<file path="config.mk">
export PLATFORM = sky130hd
export DESIGN_NAME = tdm_demux_driver
export DESIGN_NICKNAME = d
export VERILOG_FILES = /design/src/rtl/tdm_demux_driver.sv
export SDC_FILE = /design/constraint.sdc
export NUM_CORES = 1
export LEC_CHECK = 0
export ABC_AREA = 1
export BUFFER_PORTS_ARGS = -buffer_cell sky130_fd_sc_hd__buf_2
export CAP_MARGIN = 20
export CORE_ASPECT_RATIO = 0.9
export CORE_UTILIZATION = 30
export DETAILED_ROUTE_END_ITERATION = 10
export HOLD_SLACK_MARGIN = 0.02
export SYNTH_ARGS = -nofsm -noshare
export SYNTH_HDL_FRONTEND = slang
export SYNTH_SLANG_ARGS = --single-unit
</file>
<file path="constraint.sdc">
create_clock -name clk -period 1.3 [get_ports clk]
set_input_delay 0.065 -clock clk [delete_from_list [all_inputs] [get_ports clk]]
set_output_delay 0.065 -clock clk [all_outputs]
set_load 0.02 [all_outputs]
</file>
<file path="src/rtl/tdm_demux_driver.sv">
`default_nettype none
// ---------------------------------------------------------------------------
// tdm_demux_driver: serialises an accepted 8-bit word to the enabled channels
// of a downstream 1-to-8 demux, one bit per clock, in scan order.
// Revision: 1.0
// ---------------------------------------------------------------------------
module tdm_demux_driver #(
  parameter bit LSB_FIRST = 1'b1
) (
  input  logic       clk,
  input  logic       rst,
  input  logic [7:0] in_data,
  input  logic [7:0] in_mask,
  input  logic       in_valid,
  output logic       in_ready,
  output logic       a,
  output logic [2:0] sel,
  output logic       out_valid,
  output logic       frame_done
);

  logic [7:0] data_r;
  logic [7:0] pend;
  logic       done_r;

  logic [2:0] cur;
  logic       busy;
  logic       last;
  logic       accept;
  logic [7:0] pend_clr;

  // Priority pick of the next channel; the final matching iteration wins.
  generate
    if (LSB_FIRST) begin : g_lsb
      always_comb begin
        cur = 3'd0;
        for (int i = 7; i >= 0; i--) begin
          if (pend[i]) cur = 3'(i);
        end
      end
    end else begin : g_msb
      always_comb begin
        cur = 3'd0;
        for (int i = 0; i < 8; i++) begin
          if (pend[i]) cur = 3'(i);
        end
      end
    end
  endgenerate

  assign busy     = (pend != 8'd0);
  assign last     = busy && ((pend & (pend - 8'd1)) == 8'd0);
  assign in_ready = !busy || last;
  assign accept   = in_valid && in_ready;
  assign pend_clr = pend & ~(8'd1 << cur);

  assign out_valid  = busy;
  assign sel        = busy ? cur : 3'd0;
  assign a          = busy ? data_r[cur] : 1'b0;
  assign frame_done = done_r;

  always_ff @(posedge clk) begin
    if (rst) begin
      data_r <= 8'd0;
      pend   <= 8'd0;
      done_r <= 1'b0;
    end else begin
      // A new word loaded during LAST replaces the final-bit clear.
      if (accept) begin
        data_r <= in_data;
        pend   <= in_mask;
      end else if (busy) begin
        pend   <= pend_clr;
      end
      done_r <= last || (accept && (in_mask == 8'd0));
    end
  end

endmodule
`default_nettype wire

</file>
### Word-level counts from Yosys, hierarchy flattened

Cells that the tools add are included.

| operators by class | value |
|---|---|
| shift-type cells | 1 |
| reduce and logical (&&, ||, !) cells | 10 |
| bitwise logic cells | 3 |
| $lt $le $gt $ge | 1 |
| add/subtract/negate cells | 1 |
| muxes and demuxes | 14 |

Operator list:

| cell | count |
|---|---|
| $mux W3 | 9 |
| $and A8 B8 Y8 | 2 |
| $logic_not A8 Y1 | 2 |
| $mux W8 | 2 |
| $not A8 Y8 | 1 |
| $reduce_bool A8 Y1 | 1 |
| $shl A1 B3 Y8 const A | 1 |
| $sub A8 B1 Y8 const B | 1 |
| $lt A3 B4 Y1 const B | 1 |
| $bmux W1 S3 | 1 |
| $logic_and A1 B1 Y1 | 3 |
| $logic_or A1 B1 Y1 | 2 |
| $mux W1 | 2 |
| $reduce_bool A2 Y1 | 1 |
| $logic_not A1 Y1 | 1 |

| word-level totals | value |
|---|---|
| bits of input ports | 19 |
| word-level logic and storage cells | 33 |
| flip-flop bits (word level) | 17 |
| output and inout bits | 7 |

### Longest topological paths before layout

Gate-level depths: netlist of run 1.

| logic depth | value |
|---|---|
| word-level depth | 13 |
| gate-level depth with buffers | 10 |

### Worst setup path after synthesis of run 1

Ideal clock, no wire load.

| path | value |
|---|---|
| kind | flip-flop to output port |
| from | reg pend[5] |
| to | out a |
| arrival | 1485 ps |
| buffers on the path | 0 |
| data required time | 1235 ps |
| stages on the path, launching flop included | 10 |
| path slack | -250 ps |
| path through | dfxtp_1 > inv_1 > nand2_1 > nand3_1 > nand2_1 > nand2_1 > a21oi_1 > nand3_1 > nand3_1 > nand2_1 |

| between the ends | value |
|---|---|
| longest elaborated chain between the ends | 9 |
| elaborated cells on any way between the ends | 10 |

RTL lines:

| item | line | source |
|---|---|---|
| start, declared | 23 | `logic [7:0] pend;` |
| start signal, assigned | 71 | `pend <= in_mask;` |
| start signal, assigned | 73 | `pend <= pend_clr;` |
| $mux W3 (6 in series) | 38 | `if (pend[i]) cur = 3'(i);` |
| $bmux W1 S3 | 59 | `assign a = busy ? data_r[cur] : 1'b0;` |
| $mux W1 (not written as such) | 59 |  |
| $mux W1 * | 59 |  |
| end, declared | 16 | `output logic a,` |

Mark *: on every way between the ends. The rest lies on a longest branch, timed or not. The select of a mux whose other input is x is not followed.

### Final worst setup path of run 1

Same ends and word-level chain as after synthesis.

==> results of run 1 <==
metal layers:
layer	share of wire	vias up	GRT usage
met1	0.47	554	0.267
met4	0.020	0	0.0889
met3	0.027	7	0.0395
li1	-	581	-
met2	0.49	24	0.309
met5	0	-	0
synth_stat cells, drive strengths merged:
cell,number
nand2,35
nand3,23
a21oi,19
dfxtp,17
inv,15
nor2,10
buf,3
nor3b,3
clkbuf,2
nand3b,2
a31oi,1
nand4,1
nor3,1
nor4,1
o21ai,1
flip-flops by register name, summed over array words and instances (netlist names):
register    count
frame_done      1
data_r          8
pend            8
cell families (layout without fill, tap and decap cells):
group,Yosys count,in the layout,synth area share
and+or+nand+nor,76,77,0.433
AOI/OAI and AO/OA,21,21,0.122
buffers and inverters,20,88,0.0933
DFF,17,17,0.352
power groups by stage:
stage / combinational, mW / clock (mW) / sequential [mW]
after CTS: 1.27 / 0.299 / 0.622
after floorplan: 0.572 / 0 / 0.628
after detailed placement: 0.925 / 0 / 0.626
final: 1.43 / 0.296 / 0.628
after global routing: 1.54 / 0.325 / 0.635
after global placement: 0.909 / 0 / 0.625
cell type report:
| type | count | area, sq um |
|---|---|---|
| fill | 241 | 1240 |
| multi-input combinational | 98 | 754 |
| tap | 42 | 52.6 |
| timing repair buffer | 69 | 588 |
| clock inverter | 1 | 5.00 |
| inverter | 15 | 56.3 |
| clock buffer | 3 | 22.5 |
| sequential | 17 | 350 |
worst max-delay path by stage:
stage / start / to / slack [ns] / depth (start not counted)
after floorplan: pend[5] / a / -0.10 / 9
after global placement: pend[3] / data_r[0] / -0.14 / 10
after detailed placement: pend[5] / a / -0.21 / 10
after CTS: pend[5] / a / -0.38 / 10
after global routing: pend[5] / a / -0.51 / 10
final: pend[5] / a / -0.39 / 10
tightest hold or removal path: stages:
cell and delay (ns):
buf_2 0.12, nand3_2 0.07, a21oi_2 0.04
timing repair:
item | 4_1_cts | 5_1_grt
gates cloned | 1 | 0
endpoints found under the setup margin | 23 | 23
hold buffers | 11 | 1
hold endpoints to repair | 11 | 1
setup buffers | 9 | 4
resized for setup | 52 | 19
pin swaps | 20 | 12
stage by stage:
stage               worst slack, ns  hold WS [ns]  instance area [sq um]
floorplan                    -0.104         0.202                   1000
global placement             -0.137         0.333                   1320
detailed placement           -0.209         0.336                   1320
CTS                          -0.377        0.0211                   1720
global route                 -0.506        0.0228                   1830
finish                       -0.395        0.0226                   1830
placed cells by master (no fill, tap or decap), types with 2 or more instances in the layout:
cell,instances
a21oi_1,5
a21oi_2,12
a21oi_4,2
buf_12,3
buf_2,20
buf_4,22
buf_6,10
buf_8,2
clkbuf_4,3
dfxtp_1,9
dfxtp_2,8
dlygate4sd3_1,12
inv_1,7
inv_2,8
nand2_1,17
nand2_2,12
nand2_4,6
nand3_1,6
nand3_2,16
nand3b_1,2
nor2_1,6
nor2_4,3
nor3b_2,2
==> metrics.md, run 1 <==
| Metric | Value |
|---|---|
| Total gr overflow | 0 |
| Global-route wire length before repair | 5130 um |
| Seq pwr share | 0.267 |
| GR Util All Layers | 0.201 |
| Die Wd | 61.8 um |
| Synth area leaders | dfxtp_1 35%, nand2_1 12%, a21oi_1 8.3% |
| Die footprint | 3450 sq um |
| Clock power frac | 0.126 |
| Critical path class | register to primary output |
| Num CTS Buffers | 3 |
| Yosys warns | 0 |
| Crit path cell chain | buf_6 -> nor2_4 -> nand2_2 -> a21oi_4 -> nand4_1 -> nand2_1 -> nor2_1 -> nand3_1 -> nand2_1 -> buf_6 |
| Initial antenna violation count | 0 |
| Fin. max-slew vios | 0 |
| Status | complete, but fails checks |
| Antenna cell count | 0 |
| Sw Ratio | 0.393 |
| Gpl congestion | 0.847 |
| Clock net sink count | 17 |
| Detailed-route via count | 1166 |
| # nets final | 223 |
| Largest stage delay, worst path | 0.34 ns |
| Syn Nets | 153 |
| Startpoint Class | register |
| RSZ-0062 raised after global routing | yes |
| Hold EP | pend[6] |
| Design Power | 2.35 mW |
| Worst Reg-to-Reg Cells | 12 |
| Top-area cell type share of the netlist area | 0.352 |
| Largest delay contributor family on the critical path | simple AND/OR/NAND/NOR gates |
| Violated checks | negative setup slack |
| P per Cell Area | 1290 nW/um^2 |
| Final WS setup | -0.395 ns |
| Leak pwr | 0.797 nW |
| Area growth, synth to finish | 89.4% |
| Peak VDD IR | 0.769 mV |
| Starting Density | 0.315 |
| CTS root buf | clkbuf_4 |
| Synth Register Bits | 17 |
| Clock Path Buffers | 2 |
| Area leader, netlist | dfxtp_1 |
| Worst Path Arrival | 1.63 ns |
| WP data required | 1.24 ns |
| Number of global-route vias before repair | 1167 |
| Post-synthesis sequential area ratio | 0.352 |
| Worst path buffer plus inverter count | 2 |
| Setup Viol. Count Final | 23 |
| Pin count of the biggest net entering global routing | 19 |
| Clock Skew | 0.00938 ns |
| Final Hold Violating Endpoints | 0 |
| Post-route DRC | 0 |
| P_sw | 0.925 mW |
| Post-Syn Area | 966 sq um |
| DR vias/cell | 4.76 |
| Layout cell share with drive strength beyond 1 | 0.660 |
| Post-Route Setup TNS | -5.52 ns |
| Layout Utilization | 0.596 |
| Worst-Margin Slew | 0.572 ns |
| Dpl hpwl | 1980 um |
| Port buffer count | 25 |
| Worst Hold Depth | 3 |
| Post-DRT Antenna Nets | 0 |
| Final min period | 1.69 ns |
| CP max stage cell | dfxtp_2 |
| Clock H-tree levels | 1 |
| Unique masters post-synth | 24 |
| Chip height | 55.8 um |
| IO Pins | 26 |
| Crit-path max FO | 5 |
| Internal power | 1.43 mW |
| DR iter-0 viols | 23 |
| Placed Cells | 216 |
| Post-synthesis instance total | 134 |
| Hold Crit Class | input pin to register |
| HP Start | in_mask[6] |
| Clk slew on worst S/H paths | 0.09 ns |
| Finished Layout Cells | 245 |
| Fmax | 0.590 GHz |
| Final WL | 3120 um |
| Crit share post-route | 1.30 |
| Wire per inst | 12.8 um |
| Drt pass-1 iters | 6 |
| Worst reg-to-reg setup slack | -0.29 ns |
| Core area | 3070 sq um |
| Critical path endpoint category | primary output |
| CTS tree | built |
| Part of the power in combinational logic | 0.607 |
| Clk_lat worst skew | 0.31 ns |
| Reg2reg end | data_r[4] |
| Rel. slew slack | 0.619 |
| Max-cap viol count | 0 |
| Syn avg cell area | 7.21 sq um |
| Worst reg2reg startpoint | pend[3] |
| FP Rows | 19 |
Note: power is estimated with default switching activity, not from simulation.
==> run 2: changes to the inputs <==
--- a/config.mk
+++ b/config.mk
@@ -9,9 +9,12 @@
 export BUFFER_PORTS_ARGS = -buffer_cell sky130_fd_sc_hd__buf_2
 export CAP_MARGIN = 20
 export CORE_ASPECT_RATIO = 0.9
+export CORE_MARGIN = 1
 export CORE_UTILIZATION = 30
 export DETAILED_ROUTE_END_ITERATION = 10
 export HOLD_SLACK_MARGIN = 0.02
+export MAX_ROUTING_LAYER = met4
+export REMOVE_ABC_BUFFERS = 1
 export SYNTH_ARGS = -nofsm -noshare
 export SYNTH_HDL_FRONTEND = slang
 export SYNTH_SLANG_ARGS = --single-unit
==> run 2 against run 1 <==
  * The run still ends with negative setup slack left
  * Critical path depth shrank 1
  * Worst hold slack gained 0.0011 ns
  * Sequential power shrank 0.8%
  * Power shrank 1.7%
  * Register-to-register slack lost 0.04 ns
  * Clock skew shrank 0.0040 ns
  * Utilization shrank 0.41 points
  * Highest routed layer unchanged
  * Sequential share of layout area grew 0.20 points
  * Largest power group unchanged
==> metrics.md, run 2 (synthesis gave the netlist of run 1 again) <==
| Metric | Value |
|---|---|
| Clk_lat worst skew | 0.30 ns |
| Clock Skew | 0.00537 ns |
| P per Cell Area | 1270 nW/um^2 |
| Critical path endpoint category | primary output |
| Starting Density | 0.315 |
| Gpl congestion | 0.841 |
| Port buffer count | 25 |
| Peak VDD IR | 0.453 mV |
| Total gr overflow | 0 |
| Final WS setup | -0.414 ns |
| Initial antenna violation count | 0 |
| Drt pass-1 iters | 4 |
| CTS tree | built |
| Clock H-tree levels | 1 |
| Post-DRT Antenna Nets | 0 |
| FP Rows | 19 |
| Dpl hpwl | 2130 um |
| Fmax | 0.583 GHz |
| Number of global-route vias before repair | 1191 |
| Pin count of the biggest net entering global routing | 18 |
| Pre-CTS WS | -0.201 ns |
| GR Util All Layers | 0.203 |
| Worst reg-to-reg setup slack | -0.33 ns |
| Crit-path max FO | 5 |
| Final min period | 1.71 ns |
| # nets final | 224 |
| RSZ-0062 raised after global routing | yes |
| Fin. max-slew vios | 0 |
| Placed Cells | 220 |
| Global-route wire length before repair | 5020 um |
| Most common cell after layout, fill and taps aside | buf_4 |
| Rel. slew slack | 0.674 |
| Area of the multi-input gates | 768 sq um |
| Reg area | 352 sq um |
| DR iter-0 viols | 15 |
| Die Wd | 61.8 um |
| WP data required | 1.24 ns |
| DR vias/cell | 4.85 |
| Core area | 3070 sq um |
| Max-cap viol count | 0 |
| Critical path class | register to primary output |
| Leak pwr | 0.797 nW |
| Final WL | 3380 um |
| Layout Utilization | 0.592 |
| Post-route DRC | 0 |
| CTS root buf | clkbuf_4 |
| Commonest non-fill, non-tap cells in the layout | 30 x buf_4, 19 x buf_2, 17 x nand2_1 |
| Startpoint Class | register |
| Worst Path Arrival | 1.65 ns |
| Chip height | 55.8 um |
| Wire per inst | 13.7 um |
| Num CTS Buffers | 3 |
| Layout cell share with drive strength beyond 1 | 0.686 |
| Finished Layout Cells | 246 |
| Status | complete, but fails checks |
| Antenna cell count | 0 |
| Setup Viol. Count Final | 23 |
| Crit share post-route | 1.32 |
| Die footprint | 3450 sq um |
| Clock net sink count | 17 |
| Worst-Margin Slew | 0.490 ns |
| Clk slew on worst S/H paths | 0.10 ns |
| Hold Crit Class | input pin to register |
| Detailed-route via count | 1192 |
| Final Hold Violating Endpoints | 0 |
| Clock Path Buffers | 2 |
| IO Pins | 26 |
| Violated checks | negative setup slack |
| Area growth, synth to finish | 88.1% |
| # fillers | 244 |
[run 2: cell count changes in the layout (fill, tap and decap cells not counted), sizes merged]
| cell | before | now |
|---|---|---|
| clkbuf | 3 | 4 |
| clkinv | 1 | 0 |
| dlygate4sd3 | 12 | 10 |
| buf | 57 | 61 |
| nand2 | 36 | 35 |
[run 2: timing repair]
item | 4_1_cts | 5_1_grt
gates resized for setup | 49 | 38
hold endpoints to repair | 6 | 4
setup endpoints to repair | 23 | 23
pin swaps | 17 | 18
hold buffers | 6 | 4
buffers inserted | 9 | 4
[run 2: power breakdown]
group / total [mW] / internal [mW] / switching (mW)
clock network: 0.290 / 0.120 / 0.171
logic: 1.40 / 0.680 / 0.720
registers: 0.623 / 0.583 / 0.0404
total: 2.31 / 1.38 / 0.931
[run 2: layout make-up]
type | instances | area share
flip-flops and latches | 17 | 0.194
multi-input cells | 97 | 0.423
clock buffers | 4 | 0.0145
inverters | 15 | 0.0324
repair buffers | 71 | 0.308
well taps | 42 | 0.0289
[run 2: critical path: stages, from the launching register on]
cell and delay [ns]:
dfxtp_2 0.36, nor2_2 0.14, nand2_2 0.09, a21oi_4 0.21
nand2_1 0.11, nor2_1 0.14, nor2_2 0.05, nand3_1 0.06
nand2_1 0.06, buf_6 0.13
[run 2: stage by stage]
| step | TNS, ns | hold slack, ns | area, sq um | total power, mW |
|---|---|---|---|---|
| floorplan | -2.50 | 0.127 | 932 | 1.11 |
| global placement | -2.39 | 0.323 | 1290 | 1.47 |
| detailed placement | -2.80 | 0.336 | 1290 | 1.49 |
| CTS | -6.00 | 0.0202 | 1590 | 2.11 |
| global route | -7.67 | 0.0220 | 1820 | 2.45 |
| finish | -6.24 | 0.0237 | 1820 | 2.31 |
[run 2: path summary, 6_finish.rpt]
check	from	depth (start not counted)	endpoint
setup / recovery	pend[4]	9	a
hold / removal	in_mask[2]	3	pend[2]
setup reg to reg	pend[5]	11	pend[7]
hold reg to reg	data_r[0]	2	data_r[0]
[run 2: per-layer routing]
layer	routed length [um]	GRT usage	vias up
met2	1820	0.327	28
met3	80	0.0163	8
met1	1410	0.248	573
met5	0	-	-
met4	67	0.105	0
li1	-	-	583
==> run 3: changes to the inputs <==
--- a/config.mk
+++ b/config.mk
@@ -15,6 +15,7 @@
 export HOLD_SLACK_MARGIN = 0.02
 export MAX_ROUTING_LAYER = met4
 export REMOVE_ABC_BUFFERS = 1
+export SLEW_MARGIN = 40
 export SYNTH_ARGS = -nofsm -noshare
 export SYNTH_HDL_FRONTEND = slang
 export SYNTH_SLANG_ARGS = --single-unit
==> constraint.sdc (replaced) <==
create_clock -name clk -period 2.09 [get_ports clk]
set_input_delay 0.1045 -clock clk [delete_from_list [all_inputs] [get_ports clk]]
set_output_delay 0.1045 -clock clk [all_outputs]
set_load 0.02 [all_outputs]
==> run 3 against run 2 <==
  * The run now ends clean
  * Register-to-register slack gained 0.69 ns
  * Routed wire length down 35%
  * Via count down 22%
  * Count of clock-buffer cells in the layout stayed put
  * Sequential cell count is the same
  * First-iteration DRC count up 130%
  * Sequential share of layout area grew 11 points
  * Cell count fell by 19%
  * Power fell by 58%
  * Worst setup slack better by 0.63 ns
  * Critical path type unchanged
  * Largest cell class unchanged
  * Highest routed layer unchanged
==> metrics.md, run 3 (synthesis gave the netlist of run 1 again) <==
| Metric | Value |
|---|---|
| Max-cap viol count | 0 |
| Sw Ratio | 0.410 |
| Clk slew on worst S/H paths | 0.10 ns |
| Peak VDD IR | 0.248 mV |
| Antenna cell count | 0 |
| Starting Density | 0.315 |
| Post-DRT Antenna Nets | 0 |
| P per Cell Area | 862 nW/um^2 |
| Detailed-route via count | 924 |
| Fin. max-slew vios | 0 |
| Reg area | 340 sq um |
| Pin count of the biggest net entering global routing | 19 |
| Hold Crit Class | input pin to register |
| Worst Hold Depth | 3 |
| DR iter-0 viols | 34 |
| Clock power frac | 0.176 |
| # nets final | 178 |
| Area of the multi-input gates | 536 sq um |
| Worst reg-to-reg setup slack | 0.36 ns |
| Die footprint | 3450 sq um |
| Clock Path Buffers | 2 |
| Leak pwr | 0.508 nW |
| Clk_lat worst skew | 0.29 ns |
| Gpl congestion | 0.799 |
| Clock H-tree levels | 1 |
| Die Wd | 61.8 um |
| CTS root buf | clkbuf_4 |
| Total gr overflow | 0 |
| Num CTS Buffers | 3 |
| WP data required | 1.99 ns |
| HP Start | in_mask[5] |
| Post-CTS setup buffer count | 0 |
| Final Hold Violating Endpoints | 0 |
| Reg2reg end | data_r[2] |
| Worst reg2reg startpoint | pend[1] |
| Worst Reg-to-Reg Cells | 10 |
| Fmax | 0.533 GHz |
| Part of the power in combinational logic | 0.435 |
| Worst-Margin Slew | 0.402 ns |
| Hold EP | pend[5] |
| Drt pass-1 iters | 4 |
| Most common cell after layout, fill and taps aside | nand2_1 |
| Post-Route Setup TNS | 0 ns |
| Final min period | 1.87 ns |
| Internal power | 0.578 mW |
| Design Power | 0.980 mW |
| FP Rows | 19 |
| Hold slack final | 0.0729 ns |
| Crit share post-route | 0.897 |
| Port buffer count | 25 |
| Startpoint Class | register |
| Critical path endpoint category | primary output |
| P_sw | 0.402 mW |
| Clock net sink count | 17 |
| Number of global-route vias before repair | 828 |
| Chip height | 55.8 um |
| GR Util All Layers | 0.139 |
| Global-route wire length before repair | 3490 um |
| Area growth, synth to finish | 17.6% |
| Hold buffer count at CTS | 0 |
| Setup Viol. Count Final | 0 |
| Critical path class | register to primary output |
| Layout Utilization | 0.370 |
| Seq pwr share | 0.389 |
| DR vias/cell | 4.62 |
| Worst Path Arrival | 1.77 ns |
| Post-route DRC | 0 |
| Crit-path max FO | 4 |
| Dpl hpwl | 1710 um |
| Commonest non-fill, non-tap cells in the layout | 31 x nand2_1, 25 x buf_2, 17 x dfxtp_1 |
| Rel. slew slack | 0.732 |
| Layout cell share with drive strength beyond 1 | 0.323 |
| Status | complete, no violations |
| Post-DP Area | 1110 sq um |
| Wire per inst | 11.0 um |
| Initial antenna violation count | 0 |
| Final WL | 2200 um |
| # fillers | 341 |
| Post_cts resized | 0 |
| Final std cell area, no fill | 1140 sq um |
| RSZ-0062 raised after global routing | no |
| Clock Skew | 0.0141 ns |
| CTS tree | built |
| Core area | 3070 sq um |
| IO Pins | 26 |
-- run 3: cell types whose count changed in the layout (fill, tap and decap cells not counted), sizes merged --
cell | before | now
buf | 61 | 25
dlygate4sd3 | 10 | 0
-- run 3: final cells by class --
cell class | count | share of cell area
Multi-Input combinational cell | 97 | 0.471
Tap cell | 42 | 0.0463
Sequential cell | 17 | 0.300
Clock buffer | 4 | 0.0231
Inverter | 15 | 0.0496
Timing Repair Buffer | 25 | 0.110
-- run 3: per-layer routing --
| layer | vias to the layer above | part of all wire | GRT usage |
|---|---|---|---|
| li1 | 489 | - | - |
| met2 | 18 | 0.45 | 0.201 |
| met3 | 2 | 0.038 | 0.0140 |
| met5 | - | 0 | - |
| met4 | 0 | 0.010 | 0.0571 |
| met1 | 415 | 0.50 | 0.196 |
-- run 3: through the flow --
stage | setup slack (ns) | instances
after floorplan | 0.500 | 129
after global placement | 0.454 | 196
after detailed placement | 0.401 | 196
after CTS | 0.211 | 200
after global routing | 0.0245 | 200
final | 0.215 | 200
-- run 3: power groups by stage --
| stage | clock network, mW | registers (mW) | logic [mW] |
|---|---|---|---|
| after floorplan | 0 | 0.390 | 0.303 |
| after global placement | 0 | 0.388 | 0.421 |
| after detailed placement | 0 | 0.389 | 0.429 |
| after CTS | 0.181 | 0.381 | 0.430 |
| after global routing | 0.196 | 0.384 | 0.475 |
| final | 0.172 | 0.381 | 0.426 |
-- run 3: how the worst max path moves through the flow --
stage | from | end | slack (ns) | cells after the start
detailed placement | pend[1] | data_r[2] | 0.40 | 10
global route | pend[5] | a | 0.02 | 10
floorplan | pend[5] | a | 0.50 | 9
global placement | pend[1] | data_r[2] | 0.45 | 10
finish | pend[5] | a | 0.22 | 10
CTS | pend[5] | a | 0.21 | 10
-- run 3: critical path, stage by stage, from the launching register on --
cell and delay (ns):
dfxtp_1 0.39, inv_1 0.08, nand2_1 0.08, nand3_1 0.11
nand2_1 0.11, nand2_1 0.09, a21oi_1 0.22, nand3_1 0.10
nand3_1 0.10, nand2_1 0.05, buf_2 0.15
